## config.mk

```make
export PLATFORM = sky130hd
export DESIGN_NAME = softmax_row_packer
export DESIGN_NICKNAME = d
export VERILOG_FILES = /design/src/rtl/softmax_row_packer.sv
export SDC_FILE = /design/constraint.sdc
export NUM_CORES = 2
export LEC_CHECK = 0
export CORE_MARGIN = 2
export CORE_UTILIZATION = 49
export CTS_BUF_LIST = sky130_fd_sc_hd__clkbuf_16
export CTS_CLUSTER_SIZE = 20
export DETAILED_ROUTE_END_ITERATION = 8
export PLACE_DENSITY_LB_ADDON = 0.2
export SLEW_MARGIN = 25
export SYNTH_ARGS = -nofsm -noshare
export SYNTH_HDL_FRONTEND = slang
export SYNTH_SLANG_ARGS = --single-unit
export TNS_END_PERCENT = 10
```

## constraint.sdc

```tcl
create_clock -name i_clk -period 6.3 [get_ports i_clk]
set_input_delay 1.26 -clock i_clk [delete_from_list [all_inputs] [get_ports i_clk]]
set_output_delay 1.26 -clock i_clk [all_outputs]
set_load 0.005 [all_outputs]
```

## src/rtl/softmax_row_packer.sv

```systemverilog
// Row packer for the softmax block: rounds/saturates accumulator results to Q2.14
// and packs them into ping-pong row buffers presented with a valid/ready handshake.
module softmax_row_packer #(
    parameter int N         = 32,
    parameter int IN_WIDTH  = 32,
    parameter int IN_FRAC   = 16,
    parameter int BIT_WIDTH = 16,
    parameter int OUT_FRAC  = 14
) (
    input  logic                        i_clk,
    input  logic                        i_rst,
    input  logic                        i_valid,
    output logic                        o_ready,
    input  logic signed [IN_WIDTH-1:0]  i_data,
    input  logic                        i_last,
    output logic                        o_valid,
    input  logic                        i_ready,
    output logic signed [BIT_WIDTH-1:0] o_data [N],
    output logic                        o_sat,
    output logic [$clog2(N+1)-1:0]      o_pad
);

    localparam int SHIFT = IN_FRAC - OUT_FRAC;
    localparam int CW    = $clog2(N);
    localparam int PW    = $clog2(N+1);

    localparam logic signed [IN_WIDTH:0] RND   = {{IN_WIDTH{1'b0}}, 1'b1} << (SHIFT-1);
    localparam logic signed [IN_WIDTH:0] R_MAX =
        {{(IN_WIDTH-BIT_WIDTH+2){1'b0}}, {(BIT_WIDTH-1){1'b1}}};
    localparam logic signed [IN_WIDTH:0] R_MIN =
        {{(IN_WIDTH-BIT_WIDTH+2){1'b1}}, {(BIT_WIDTH-1){1'b0}}};
    localparam logic signed [BIT_WIDTH-1:0] LANE_MAX = {1'b0, {(BIT_WIDTH-1){1'b1}}};
    localparam logic signed [BIT_WIDTH-1:0] LANE_MIN = {1'b1, {(BIT_WIDTH-1){1'b0}}};

    logic signed [BIT_WIDTH-1:0] row_q [2][N];
    logic signed [BIT_WIDTH-1:0] row_d [2][N];
    logic [1:0]                  full_q, full_d;
    logic [1:0]                  sat_q, sat_d;
    logic [PW-1:0]               pad_q [2];
    logic [PW-1:0]               pad_d [2];
    logic                        wr_q, wr_d;
    logic                        rd_q, rd_d;
    logic [CW-1:0]               cnt_q, cnt_d;

    logic signed [IN_WIDTH:0]    sum;
    logic signed [IN_WIDTH:0]    rnd_val;
    logic signed [BIT_WIDTH-1:0] lane_val;
    logic                        lane_sat;
    logic                        accept;
    logic                        close;
    logic                        pop;

    // Round half up in IN_WIDTH+1 bits so the rounding add cannot overflow.
    always_comb begin
        sum     = {i_data[IN_WIDTH-1], i_data} + RND;
        rnd_val = sum >>> SHIFT;
        if (rnd_val > R_MAX) begin
            lane_val = LANE_MAX;
            lane_sat = 1'b1;
        end else if (rnd_val < R_MIN) begin
            lane_val = LANE_MIN;
            lane_sat = 1'b1;
        end else begin
            lane_val = rnd_val[BIT_WIDTH-1:0];
            lane_sat = 1'b0;
        end
    end

    assign o_ready = !full_q[wr_q];
    assign o_valid = full_q[rd_q];
    assign o_sat   = sat_q[rd_q];
    assign o_pad   = pad_q[rd_q];

    assign accept = i_valid && o_ready;
    assign close  = i_last || (cnt_q == CW'(N-1));
    assign pop    = full_q[rd_q] && i_ready;

    always_comb begin
        for (int i = 0; i < N; i++) begin
            o_data[i] = row_q[rd_q][i];
        end
    end

    always_comb begin
        row_d  = row_q;
        full_d = full_q;
        sat_d  = sat_q;
        pad_d  = pad_q;
        wr_d   = wr_q;
        rd_d   = rd_q;
        cnt_d  = cnt_q;

        if (accept) begin
            row_d[wr_q][cnt_q] = lane_val;
            sat_d[wr_q]        = (cnt_q == '0) ? lane_sat : (sat_q[wr_q] | lane_sat);
            if (close) begin
                // Padded lanes carry the most negative value so exp() makes them ~0.
                for (int i = 0; i < N; i++) begin
                    if (i > int'(cnt_q)) begin
                        row_d[wr_q][i] = LANE_MIN;
                    end
                end
                pad_d[wr_q]  = PW'(N-1) - PW'(cnt_q);
                full_d[wr_q] = 1'b1;
                wr_d         = ~wr_q;
                cnt_d        = '0;
            end else begin
                cnt_d = cnt_q + 1'b1;
            end
        end

        // A pop can only target the other buffer when a close happens, so both apply.
        if (pop) begin
            full_d[rd_q] = 1'b0;
            rd_d         = ~rd_q;
        end
    end

    always_ff @(posedge i_clk) begin
        if (i_rst) begin
            for (int b = 0; b < 2; b++) begin
                for (int i = 0; i < N; i++) begin
                    row_q[b][i] <= '0;
                end
                pad_q[b] <= '0;
            end
            full_q <= '0;
            sat_q  <= '0;
            wr_q   <= 1'b0;
            rd_q   <= 1'b0;
            cnt_q  <= '0;
        end else begin
            row_q  <= row_d;
            pad_q  <= pad_d;
            full_q <= full_d;
            sat_q  <= sat_d;
            wr_q   <= wr_d;
            rd_q   <= rd_d;
            cnt_q  <= cnt_d;
        end
    end

endmodule

```

==> impl_results.md <==
- Status: finished, final reports clean
- Chip Height: 297 um
- Max-Slew Margin vs Limit: 27.3%
- Synth cell types: 73
- Crit start category: input port
- Fraction of the mapped netlist area in adder cells: 0.179%
- FILL cells: 7099
- Hold_buf cts: 0
- WL per Instance: 26.1 um
- DRC viols: 0
- Routability Congestion: 0.922
- Setup TNS: 0 ns
- Min-delay worst type: flop to flop
- I/O pin count: 558
- Final Hold Fails: 0
- Synthesized cell area: 42000 sq um
- Tcrit/Tclk final: 80.2%
- Clock-pin slew on the worst setup and hold paths: 0.06 ns
- Vias in the first global route: 33500
- Worst Max-Slew Pin Slew: 1.09 ns
- Syn nets: 4044
- Largest net degree at the start of global routing: 105
- Worst EP required: 6.91 ns
- Register area: 20900 sq um
- GRT Total Usage: 32.0%
- Max-capacitance violation count: 0
- Final setup violation count: 0
- Syn Area/Cell: 10.5 sq um
- Pwr dens: 266 nW/um^2
- Worst-path cell chain: clkdlybuf4s50_1 > nand3_2 > or4_1 > or4_4 > xnor2_2 > nand2_1 > or4_4 > buf_4 > a21boi_2 > a22o_1
- Worst-path fanout max: 35
- Clock Skew: 0.0406 ns
- Synthesis-stage register bit count: 1045
- Max rail drop VDD: 241 uV
- Share of layout cells above drive strength 1: 21.1%
- Clock Tree Buf Depth: 3
- Post-synthesis simple-gate area fraction: 7.61%
- Clock buffer count from CTS: 106
- Initial Util: 49.4%
- Core Footprint: 85000 sq um
- Ys flop type: dfxtp_1
- Initial antenna violation count: 0
- Multi-input logic area: 19800 sq um
- Critical Path End Type: flop
- Top cell type by total area after synthesis: dfxtp_1
- Sequential element share of the synthesized area: 49.8%
- Most common cell on crit path: or4_4
- Top post-synthesis cells by area: dfxtp_1 50%, mux2_2 14%, a22o_1 13%, o21ai_0 3.3%, nand2_1 3.0%
- Routed Antenna Nets: 0
- Worst setup path category: input port to flop
- Initial DRT Pass Iterations: 6
- Largest stage delay on the critical path: 0.80 ns
- Post-CTS resize count: 0
- Clock latency on the worst-skew pair: 0.69 ns
- FMAX: 198 MHz
- CP max stage cell: or4_4
- Routed WL: 148000 um
- Design area: 52300 sq um
- Gr ovfl total: 0
- Clock root buffer: clkbuf_16
- Vias per Instance: 6.16
- Period minus WS final: 5.05 ns
- Die area: 88100 sq um
- Mux contribution to synthesized area: 14.0%
- Post-CTS Setup Inserts: 0
- Asr flop ratio synth: 0%
- CTS H-tree lvls: 3
- Number of synthesized flops with an enable pin: 0
- # clock sinks: 1045
- Area delta synth->final: 24.5%
- Synth warn: 0
- First-pass GRT wire length: 219000 um
- Die Wd: 297 um
- Cells after synthesis: 4001
- Combinational family with the most area after synthesis: compound AO/OA/AOI/OAI gates
- Dpl cell area: 48900 sq um
- Xor-xnor portion of the synthesized cell area: 0.414%
- Compound-Gate Fraction of Synth Area: 24.1%
- Final Max Tran Viols: 0
- Post-DP HPWL: 95100 um
- Area fraction of the dominant cell type after synthesis: 49.8%
- DRT iter0 DRCs: 3256
- # rows: 107
- Port Buf Inserts: 555
- CTS tree: done
- Via count: 34900
- Final nets: 4469
- RSZ-0062 raised after global routing: false
- Pleak: 20.0 nW
- Arr. time, crit path: 5.67 ns
==> power breakdown <==
part	switching, mW	internal (mW)	leakage, nW
Combinational	0.737	0.295	9.84
Sequential	0.0363	6.65	8.43
Clock	2.75	3.43	1.74
==> synthesized netlist by cell type, drive strengths merged (12+ instances only) <==
master	n
mux2	521
a221o	75
a21oi	124
nand4	15
nor4	17
dfxtp	1045
nand2b	16
clkbuf	301
inv	12
a211oi	29
nand3	37
o21ai	280
nor3	58
nor2	202
a22o	646
buf	75
a32o	14
a221oi	14
nand2	341
and3	15
==> worst paths after layout <==
| path | startpoint | end | slack, ns | cells after the start |
|---|---|---|---|---|
| min | row_q[78]$_SDFFE_PP0P_ | row_q[78]$_SDFFE_PP0P_ | 0.45 | 2 |
| min reg2reg | row_q[78]$_SDFFE_PP0P_ | row_q[78]$_SDFFE_PP0P_ | 0.45 | 2 |
| max reg2reg | cnt_q[0]$_SDFFE_PP0P_ | row_q[934]$_SDFFE_PP0P_ | 2.14 | 11 |
| max | i_data[7] | row_q[518]$_SDFFE_PP0P_ | 1.25 | 10 |
==> metrics by stage <==
step | power, mW | utilization [%] | worst slack [ns] | hold slack (ns) | cells
after global placement | 7.84 | 57.5 | 0.668 | 0.427 | 5462
after CTS | 13.9 | 61.5 | 1.33 | 0.451 | 5659
after global routing | 14.3 | 61.5 | 1.04 | 0.471 | 5659
final | 13.9 | 61.6 | 1.25 | 0.449 | 5662
after detailed placement | 7.84 | 57.5 | 0.644 | 0.437 | 5462
after floorplan | 7.36 | - | 1.93 | 0.420 | 4001
==> state kept, by name (all words and copies together) (netlist names) <==
register,flops
cnt_q,5
wr_q,1
row_q,1024
pad_q,10
rd_q,1
sat_q,2
full_q,2
==> cell type report <==
cell class                 instances  area share, %
sequential                      1045           40.0
antenna                            3         0.0143
timing repair buffer             693           12.8
multi-input combinational       2567           37.9
tap                             1144           2.74
clock inverter                    90           1.39
clock buffer                     107           5.12
inverter                          13         0.0932
==> layout by cell type (no fill, tap or decap), types with 52 or more instances in the layout <==
master,Yosys,routed
dfxtp_1,1045,1044
clkbuf_16,0,107
buf_4,20,130
o21ai_0,280,275
a21oi_1,95,95
nand2_1,341,339
nor3_1,58,52
mux2_2,521,521
a221o_1,75,75
clkdlybuf4s50_1,0,554
nor2_1,202,174
a22o_1,646,646
==> routing by layer <==
metal	wire length, um	up-vias	GRT usage (%)
li1	-	15700	-
met1	63400	17400	43.2
met2	67700	1482	50.6
met3	11400	269	6.64
met4	5510	0	11.5
met5	0	-	0
==> critical path: cells and delay by family <==
kind | cells | cell delay, ns
simple gates | 5 | 2.50
buf+inv | 2 | 0.91
compound gates | 2 | 0.77
xor+xnor | 1 | 0.18
==> cells by family after synthesis <==
kind of cell    Yosys count
compound gates         1277
flops                  1045
simple gates            740
mux                     524
buf+inv                 389
xor+xnor                 19
fa+ha+maj                 6
other cells               1
No activity file was read; power rests on OpenSTA's default activity.
